File: config.mk
export PLATFORM = sky130hd
export DESIGN_NAME = apb_req_arbiter
export DESIGN_NICKNAME = d
export VERILOG_FILES = /design/src/rtl/apb_req_arbiter.sv
export SDC_FILE = /design/constraint.sdc
export NUM_CORES = 1
export LEC_CHECK = 0
export BUFFER_PORTS_ARGS = -buffer_cell sky130_fd_sc_hd__buf_4
export CORE_MARGIN = 4
export CORE_UTILIZATION = 47
export CTS_BUF_LIST = sky130_fd_sc_hd__clkbuf_2 sky130_fd_sc_hd__clkbuf_4 sky130_fd_sc_hd__clkbuf_8
export DETAILED_ROUTE_END_ITERATION = 10
export PLACE_DENSITY_LB_ADDON = 0.1
export RECOVER_POWER = 50
export SYNTH_ARGS = -nofsm -noshare
export SYNTH_HDL_FRONTEND = slang
export SYNTH_SLANG_ARGS = --single-unit
File: constraint.sdc
create_clock -name PCLK -period 2.47 [get_ports PCLK]
set_clock_uncertainty 0.05 [all_clocks]
set_input_delay 0.1235 -clock PCLK [delete_from_list [all_inputs] [get_ports PCLK]]
set_output_delay 0.1235 -clock PCLK [all_outputs]
set_load 0.005 [all_outputs]
File: src/rtl/apb_req_arbiter.sv
// Round-robin arbiter that shares one APB_Manager command port among NUM_REQ requesters.
// Latency: req_i sampled at edge E gives transfer in cycle E+1; done is high the cycle after ready is sampled.
// Backpressure: one transaction at a time; losing requesters hold req_i until granted, and none are dropped.
//
// Ports:
//   PCLK, PRESET                      clock (rising edge) and asynchronous active-low reset
//   req_i / req_write_i               per-requester request level and direction (1 = write)
//   req_addr_i / req_wdata_i          packed payloads; requester k uses slice [k*W +: W]
//   gnt_o / req_done_o                one-hot owner, and a one-cycle completion pulse to that owner
//   req_err_o / req_rdata_o           timeout flag and read data, valid only with req_done_o
//   transfer/write/addr/wdata         latched command to APB_Manager; transfer is a one-cycle start pulse
//   rdata/ready                       APB_Manager response
module apb_req_arbiter #(
    parameter int NUM_REQ = 2,
    parameter int ADDR_W  = 32,
    parameter int DATA_W  = 32,
    parameter int TIMEOUT = 256
) (
    input  logic                      PCLK,
    input  logic                      PRESET,
    input  logic [NUM_REQ-1:0]        req_i,
    input  logic [NUM_REQ-1:0]        req_write_i,
    input  logic [NUM_REQ*ADDR_W-1:0] req_addr_i,
    input  logic [NUM_REQ*DATA_W-1:0] req_wdata_i,
    output logic [NUM_REQ-1:0]        gnt_o,
    output logic [NUM_REQ-1:0]        req_done_o,
    output logic                      req_err_o,
    output logic [DATA_W-1:0]         req_rdata_o,
    output logic                      transfer,
    output logic                      write,
    output logic [ADDR_W-1:0]         addr,
    output logic [DATA_W-1:0]         wdata,
    input  logic [DATA_W-1:0]         rdata,
    input  logic                      ready
);

    localparam int IW = $clog2(NUM_REQ);
    // A disabled watchdog (TIMEOUT = 0) still needs a legal 1-bit timer.
    localparam int TW = (TIMEOUT > 0) ? $clog2(TIMEOUT + 1) : 1;
    localparam logic [TW-1:0] T_LAST = (TIMEOUT > 0) ? TW'(TIMEOUT - 1) : '0;

    typedef enum logic [1:0] {IDLE, SETUP, WAIT, RESP} state_t;

    state_t              state_q, state_nxt;
    logic [IW-1:0]       rr_ptr_q, rr_ptr_nxt;
    logic [IW-1:0]       idx_q, idx_nxt;
    logic [TW-1:0]       timer_q, timer_nxt;
    logic [NUM_REQ-1:0]  gnt_nxt, done_nxt;
    logic                err_nxt, transfer_nxt, write_nxt;
    logic [DATA_W-1:0]   rdata_nxt, wdata_nxt;
    logic [ADDR_W-1:0]   addr_nxt;

    logic                win_vld;
    logic [IW-1:0]       win_idx;

    // Winner search starts at rr_ptr and wraps, so the last owner has lowest priority.
    always_comb begin
        win_vld = 1'b0;
        win_idx = '0;
        for (int i = 0; i < NUM_REQ; i++) begin
            if (!win_vld && req_i[(int'(rr_ptr_q) + i) % NUM_REQ]) begin
                win_vld = 1'b1;
                win_idx = IW'((int'(rr_ptr_q) + i) % NUM_REQ);
            end
        end
    end

    always_comb begin
        state_nxt    = state_q;
        rr_ptr_nxt   = rr_ptr_q;
        idx_nxt      = idx_q;
        timer_nxt    = timer_q;
        gnt_nxt      = gnt_o;
        done_nxt     = '0;
        err_nxt      = req_err_o;
        rdata_nxt    = req_rdata_o;
        transfer_nxt = 1'b0;
        write_nxt    = write;
        addr_nxt     = addr;
        wdata_nxt    = wdata;
        unique case (state_q)
            IDLE: begin
                if (win_vld) begin
                    idx_nxt      = win_idx;
                    write_nxt    = req_write_i[win_idx];
                    addr_nxt     = req_addr_i[int'(win_idx)*ADDR_W +: ADDR_W];
                    wdata_nxt    = req_wdata_i[int'(win_idx)*DATA_W +: DATA_W];
                    gnt_nxt      = NUM_REQ'(1) << win_idx;
                    transfer_nxt = 1'b1;
                    state_nxt    = SETUP;
                end
            end
            SETUP: begin
                timer_nxt = '0;
                state_nxt = WAIT;
            end
            WAIT: begin
                if (ready) begin
                    rdata_nxt = write ? '0 : rdata;
                    err_nxt   = 1'b0;
                    done_nxt  = gnt_o;
                    state_nxt = RESP;
                end else if (TIMEOUT != 0 && timer_q == T_LAST) begin
                    rdata_nxt = '0;
                    err_nxt   = 1'b1;
                    done_nxt  = gnt_o;
                    state_nxt = RESP;
                end else if (TIMEOUT != 0) begin
                    timer_nxt = timer_q + TW'(1);
                end
            end
            RESP: begin
                // req_i is deliberately not looked at here: the owner drops it on this edge.
                rr_ptr_nxt = IW'((int'(idx_q) + 1) % NUM_REQ);
                gnt_nxt    = '0;
                err_nxt    = 1'b0;
                rdata_nxt  = '0;
                state_nxt  = IDLE;
            end
            default: state_nxt = IDLE;
        endcase
    end

    // Reset aborts any transaction silently; the owner must re-request.
    always_ff @(posedge PCLK or negedge PRESET) begin
        if (!PRESET) begin
            state_q     <= IDLE;
            rr_ptr_q    <= '0;
            idx_q       <= '0;
            timer_q     <= '0;
            gnt_o       <= '0;
            req_done_o  <= '0;
            req_err_o   <= 1'b0;
            req_rdata_o <= '0;
            transfer    <= 1'b0;
            write       <= 1'b0;
            addr        <= '0;
            wdata       <= '0;
        end else begin
            state_q     <= state_nxt;
            rr_ptr_q    <= rr_ptr_nxt;
            idx_q       <= idx_nxt;
            timer_q     <= timer_nxt;
            gnt_o       <= gnt_nxt;
            req_done_o  <= done_nxt;
            req_err_o   <= err_nxt;
            req_rdata_o <= rdata_nxt;
            transfer    <= transfer_nxt;
            write       <= write_nxt;
            addr        <= addr_nxt;
            wdata       <= wdata_nxt;
        end
    end

endmodule

# Yosys cells after proc, flatten, opt, wreduce, memory -nomap -nowiden
# Index checks and enable logic that the tools add are counted.
# W data, S select, Z words.
[op_classes] addsub=3 mul=0 n_div=0 order_cmp=3 eq_ne=8 shifts=3 n_mux=32 bitwise_logic=1 reduce_logical=11
[ops] cell="$shiftx A64 B7 Y32" count=2
[ops] cell="$mux W32" count=3
[ops] cell="$pmux W32 S2" count=1
[ops] cell="$mux W9" count=2
[ops] cell="$pmux W9 S2" count=1
[ops] cell="$mux W1" count=15
[ops] cell="$mux W2" count=7
[ops] cell="$add A9 B1 Y9 const B" count=1
[ops] cell="$eq A9 B8 Y1 const B" count=1
[ops] cell="$pmux W2 S4" count=1
[ops] cell="$reduce_and A2 Y1" count=4
[ops] cell="$ne A2 B2 Y1 const B" count=3
[ops] cell="$reduce_bool A2 Y1" count=3
[ops] cell="$eq A2 B2 Y1 const B" count=2
[ops] cell="$lt A1 B2 Y1 const B" count=2
[ops] cell="$pmux W2 S2" count=1
[ops] cell="$lt A2 B3 Y1 const B" count=1
[ops] cell="$ne A3 B3 Y1 const B" count=1
[ops] cell="$reduce_and A3 Y1" count=1
[ops] cell="$add A1 B1 Y1 const B" count=2
[ops] cell="$eq A2 B1 Y1 const B" count=1
[ops] cell="$logic_not A2 Y1" count=1
[ops] cell="$pmux W1 S2" count=1
[ops] cell="$shl A1 B1 Y2 const A" count=1
[ops] cell="3 further kinds" count=3
[word_totals] ff_bits=116 latchBits=0 mem_bits_rw=0 romBits=0 inputBits=167 out_inout_bits=103 n_memories=0

# Logic depth before layout (Yosys ltp)
[depth] word_depth=10 depth_mapped=10

# Least setup slack after synthesis
# OpenSTA, ideal clock, no wires.
[synth_path] path_type="reg2reg" startpoint="register timer_q[0]" endpoint="register req_rdata_o[10]" setup_time_ns=0.127 arrival_time_ns=1.896 path_slack_ns=0.397 stages_incl_launch_ff=10 path_buffers=2 synth_period_minus_slack_ns=2.073 cell_sequence="dfrtp_1 -> ha_1 -> nand3_1 -> nor2_1 -> ha_1 -> or3b_1 -> clkbuf_1 -> o21ai_4 -> clkbuf_2 -> o21ai_0"
[synth_between] elab_chain_len=3
[synth_lines] item="start, declared" line_no="47" source="logic [TW-1:0] timer_q, timer_nxt;"
[synth_lines] item="start signal, assigned" line_no="143" source="timer_q <= timer_nxt;"
[synth_lines] item="$eq A9 B8 Y1" line_no="103" source="end else if (TIMEOUT != 0 && timer_q == T_LAST) begin"
[synth_lines] item="$ne A3 B3 Y1 (no source line)"
[synth_lines] item="$reduce_and A2 Y1 (no source line)"
[synth_lines] item="end signal, assigned" line_no="147" source="req_rdata_o <= rdata_nxt;"
[synth_lines] item="end, declared" line_no="28" source="output logic [DATA_W-1:0] req_rdata_o,"
# Every way passes these cells.
# A chain may end at the register's enable or synchronous reset.

# Final worst setup path
[layout_path] startpoint="input req_i[0]" endpoint="register addr[31]"
[layout_between] elab_chain_len=7
[layout_lines] item="start, declared" line_no="21" source="input logic [NUM_REQ-1:0] req_i,"
[layout_lines] item="$mux W1 (not written as such) (2 in a row)" line_no="61" source="if (!win_vld && req_i[(int'(rr_ptr_q) + i) % NUM_REQ]) begin"
[layout_lines] item="$mux W1" line_no="61"
[layout_lines] item="$logic_not A1 Y1" line_no="61"
[layout_lines] item="$logic_and A1 B1 Y1" line_no="61"
[layout_lines] item="$mux W1" line_no="61"
[layout_lines] item="$shiftx A64 B7 Y32 or $reduce_and A2 Y1 (tied branches)"
[layout_lines] item="end signal, assigned" line_no="150" source="addr <= addr_nxt;"
[layout_lines] item="end, declared" line_no="31" source="output logic [ADDR_W-1:0] addr,"
# Several ways; a longest one is shown, not always the timed one. The select of a mux whose other input is x is not followed.

==> results.ini <==
[sta]
timing.final.crit_share=0.949
setup_viol=0
slew_headroom=0.323
whs_ps=64.2
rsz0062_at_grt=no
tightest_slew_ps=1020
fmax_mhz=427
finalHoldViolations=0
maxSlewViolCount=0
period_minus_slack_ps=2340
tns_ps=0

[place]
hpwl_mm=10.8
dpl_cell_area_um2=7410
portBuffers=269
gp_congestion=0.820

[logic_synthesis]
ys.flop_type=dfrtp_1
syn_nets=692
synth.top_cell.area_share=0.552
netlist.top_cell.by_area=dfrtp_1
yosys-top-cells-count=nand2_1 (138), dfrtp_1 (116), o21ai_0 (94), mux2i_1 (67), clkbuf_1 (15)
synthCells=518
synth_area_leaders=dfrtp_1 (55%), mux2i_1 (13%), nand2_1 (9.9%)
synth.most_common_cell=nand2_1
netlist_area_um2=5260
synthArstFlopShare=1.00
yosysSeqAreaShare=0.552
yosys_warnings=0
ys_types=35
postSynthRegisterBits=116
synth_edf_count=0
postSynthAreaPerCell_um2=10.2

[grt]
grt_pass1_vias=6187
grt_max_degree=132
grt_use_met1=0.346
antenna_found_initial=0
grt_first_pass_wirelength_mm=31.6
grt_overflow=0
grt_use_met2=0.554
grtUsageTotal=0.314
use_met3=0.0812
grt_busiest_layer=met2

[setup_path]
r2r_start=rr_ptr_q$_DFFE_PN0P_
cp-endpoint=addr[31]$_DFFE_PN0P_
cp_cell_sequence=dlygate4sd3_1 -> buf_4 -> inv_1 -> o21a_2 -> mux2i_1 -> dlygate4sd3_1 -> o21ai_0
critPathArrivalTime_ps=2600
startpoint_type=input pin
critPathLaunch=req_i[0]
crit_type=input pin to flop
worst_path_most_repeated_cell=dlygate4sd3_1
cpMaxStageDelayCell=o21a_2
r2r.worst_path.cells=5
crit_fanout=19
slowest_delay_ps=590
r2r-end=addr[29]$_DFFE_PN0P_
reg2reg_slack_ps=180
endpoint_kind=flop
required_ps=2730

[cts]
cts_buffers=17
cts_tree=done
clock_path_buffers=2
cts_sinks=116
clk_pin_slew_ps=70
clock-root-buffer=clkbuf_8
cts_max_level=4
cts_resized=0
clkLatencyLatePin_ps=410

[routing]
dr.first_iter.drc_count=448
via_per_inst=5.28
ant_nets=0
drt_wl_total_mm=21.0
via_count=5807
drc=0
wl_per_cell_um=19.1
drtPass1Iterations=6

[finish]
drive_above_1_share=0.319
area_growth_pct=78.3
num-fill-cells=534
nets=1123
final_core_utilization=0.861
seq_area_um2=2900
antenna_cells=0
multiInputGateArea_um2=2180
design_area_um2=9380

[min_path]
hold_class=input pin to flop

[pwr]
leakagePower_nw=4.60
vdd_drop_max_uv=864
power_mw=8.96
power_density_nw_per_um2=956

[die]
die_x_um=114
initial_core_util=0.483
die_area_um2=12900
ios=270
num_rows=38
die_h_um=114
core-area_um2=10900

[run]
cap_violations=0

[outcome]
status=complete, no violations

layout by cell type, fill, tap and decap left out, types with 2 or more instances in the layout:
| cell type | count |
|---|---|
| o21ai_0 | 94 |
| buf_12 | 4 |
| and3_1 | 2 |
| dlygate4sd3_1 | 163 |
| nand3_1 | 4 |
| o21ai_4 | 2 |
| xor2_1 | 2 |
| mux2i_1 | 67 |
| a21oi_1 | 3 |
| a22o_1 | 3 |
| nor3b_1 | 2 |
| bufinv_16 | 2 |
| clkinvlp_4 | 3 |
| clkinv_2 | 3 |
| o21ai_2 | 8 |
| inv_1 | 6 |
| nor2b_1 | 2 |
| nand2_1 | 138 |
| nor2_1 | 12 |
| nor3_1 | 2 |
| ha_1 | 7 |
| xnor2_1 | 3 |
| clkbuf_1 | 21 |
| clkbuf_4 | 33 |
| dfrtp_1 | 116 |
| clkbuf_2 | 2 |
| buf_4 | 224 |
| clkbuf_8 | 19 |
area by class of cell:
class                           count  area share
Clock buffer                       21      0.0295
Clock inverter                      9      0.0113
Inverter                            6     0.00240
Multi-Input combinational cell    363       0.232
Sequential cell                   116       0.310
Tap cell                          140      0.0187
Timing Repair Buffer              445       0.396
sequential cells by signal (all words and copies together) (netlist names):
signal / flops
req_err_o: 1
idx_q: 1
rr_ptr_q: 1
state_q: 2
wdata: 32
timer_q: 9
gnt_o: 2
req_rdata_o: 32
addr: 32
transfer: 1
req_done_o: 2
write: 1
power breakdown:
group / internal, mW / switching [mW]
clock: 0.957 / 0.768
combinational: 1.89 / 2.09
sequential: 2.70 / 0.553
metrics by stage:
stage | setup WS, ps | cells
4_1_cts | 107 | 1095
3_3_place_gp | 324 | 902
2_1_floorplan | 397 | 518
5_1_grt | 50.4 | 1100
3_5_place_dp | 198 | 902
6_report | 126 | 1100
cells by family after synthesis:
family | count (synthesis) | share of synthesized area
buffers and inverters | 40 | 0.0402
AO/OA/AOI/OAI | 113 | 0.120
AND/OR/NAND/NOR | 170 | 0.136
flip-flops | 116 | 0.552
multiplexers | 67 | 0.128
XOR/XNOR | 5 | 0.00833
adder cells (fa/ha/maj) | 7 | 0.0167
critical path, delay by kind of cell:
family / cells / cell delay [ps]
compound gates: 2 / 840
buf+inv: 4 / 1480
mux: 1 / 150
worst min-delay path by stage:
| stage | from | end | depth (start not counted) |
|---|---|---|---|
| floorplan | PRESET | addr[0]$_DFFE_PN0P_ | 0 |
| global placement | PRESET | req_rdata_o[22]$_DFFE_PN0P_ | 1 |
| detailed placement | PRESET | req_rdata_o[23]$_DFFE_PN0P_ | 1 |
| CTS | req_i[1] | gnt_o[1]$_DFFE_PN0P_ | 4 |
| global route | req_wdata_i[50] | wdata[18]$_DFFE_PN0P_ | 3 |
| finish | req_wdata_i[50] | wdata[18]$_DFFE_PN0P_ | 3 |
layer usage:
| metal | vias up | share of wire |
|---|---|---|
| met5 | - | 0 |
| met4 | 0 | 0.059 |
| met3 | 85 | 0.077 |
| met2 | 332 | 0.50 |
| met1 | 2776 | 0.36 |
| li1 | 2614 | - |
what timing repair did:
action | CTS | global route
hold endpoints to repair | 140 | 0
buffers inserted | 0 | 4
endpoints found under the setup margin | 0 | 31
hold buffers | 163 | 0
Note: power is estimated with default switching activity, not from simulation.
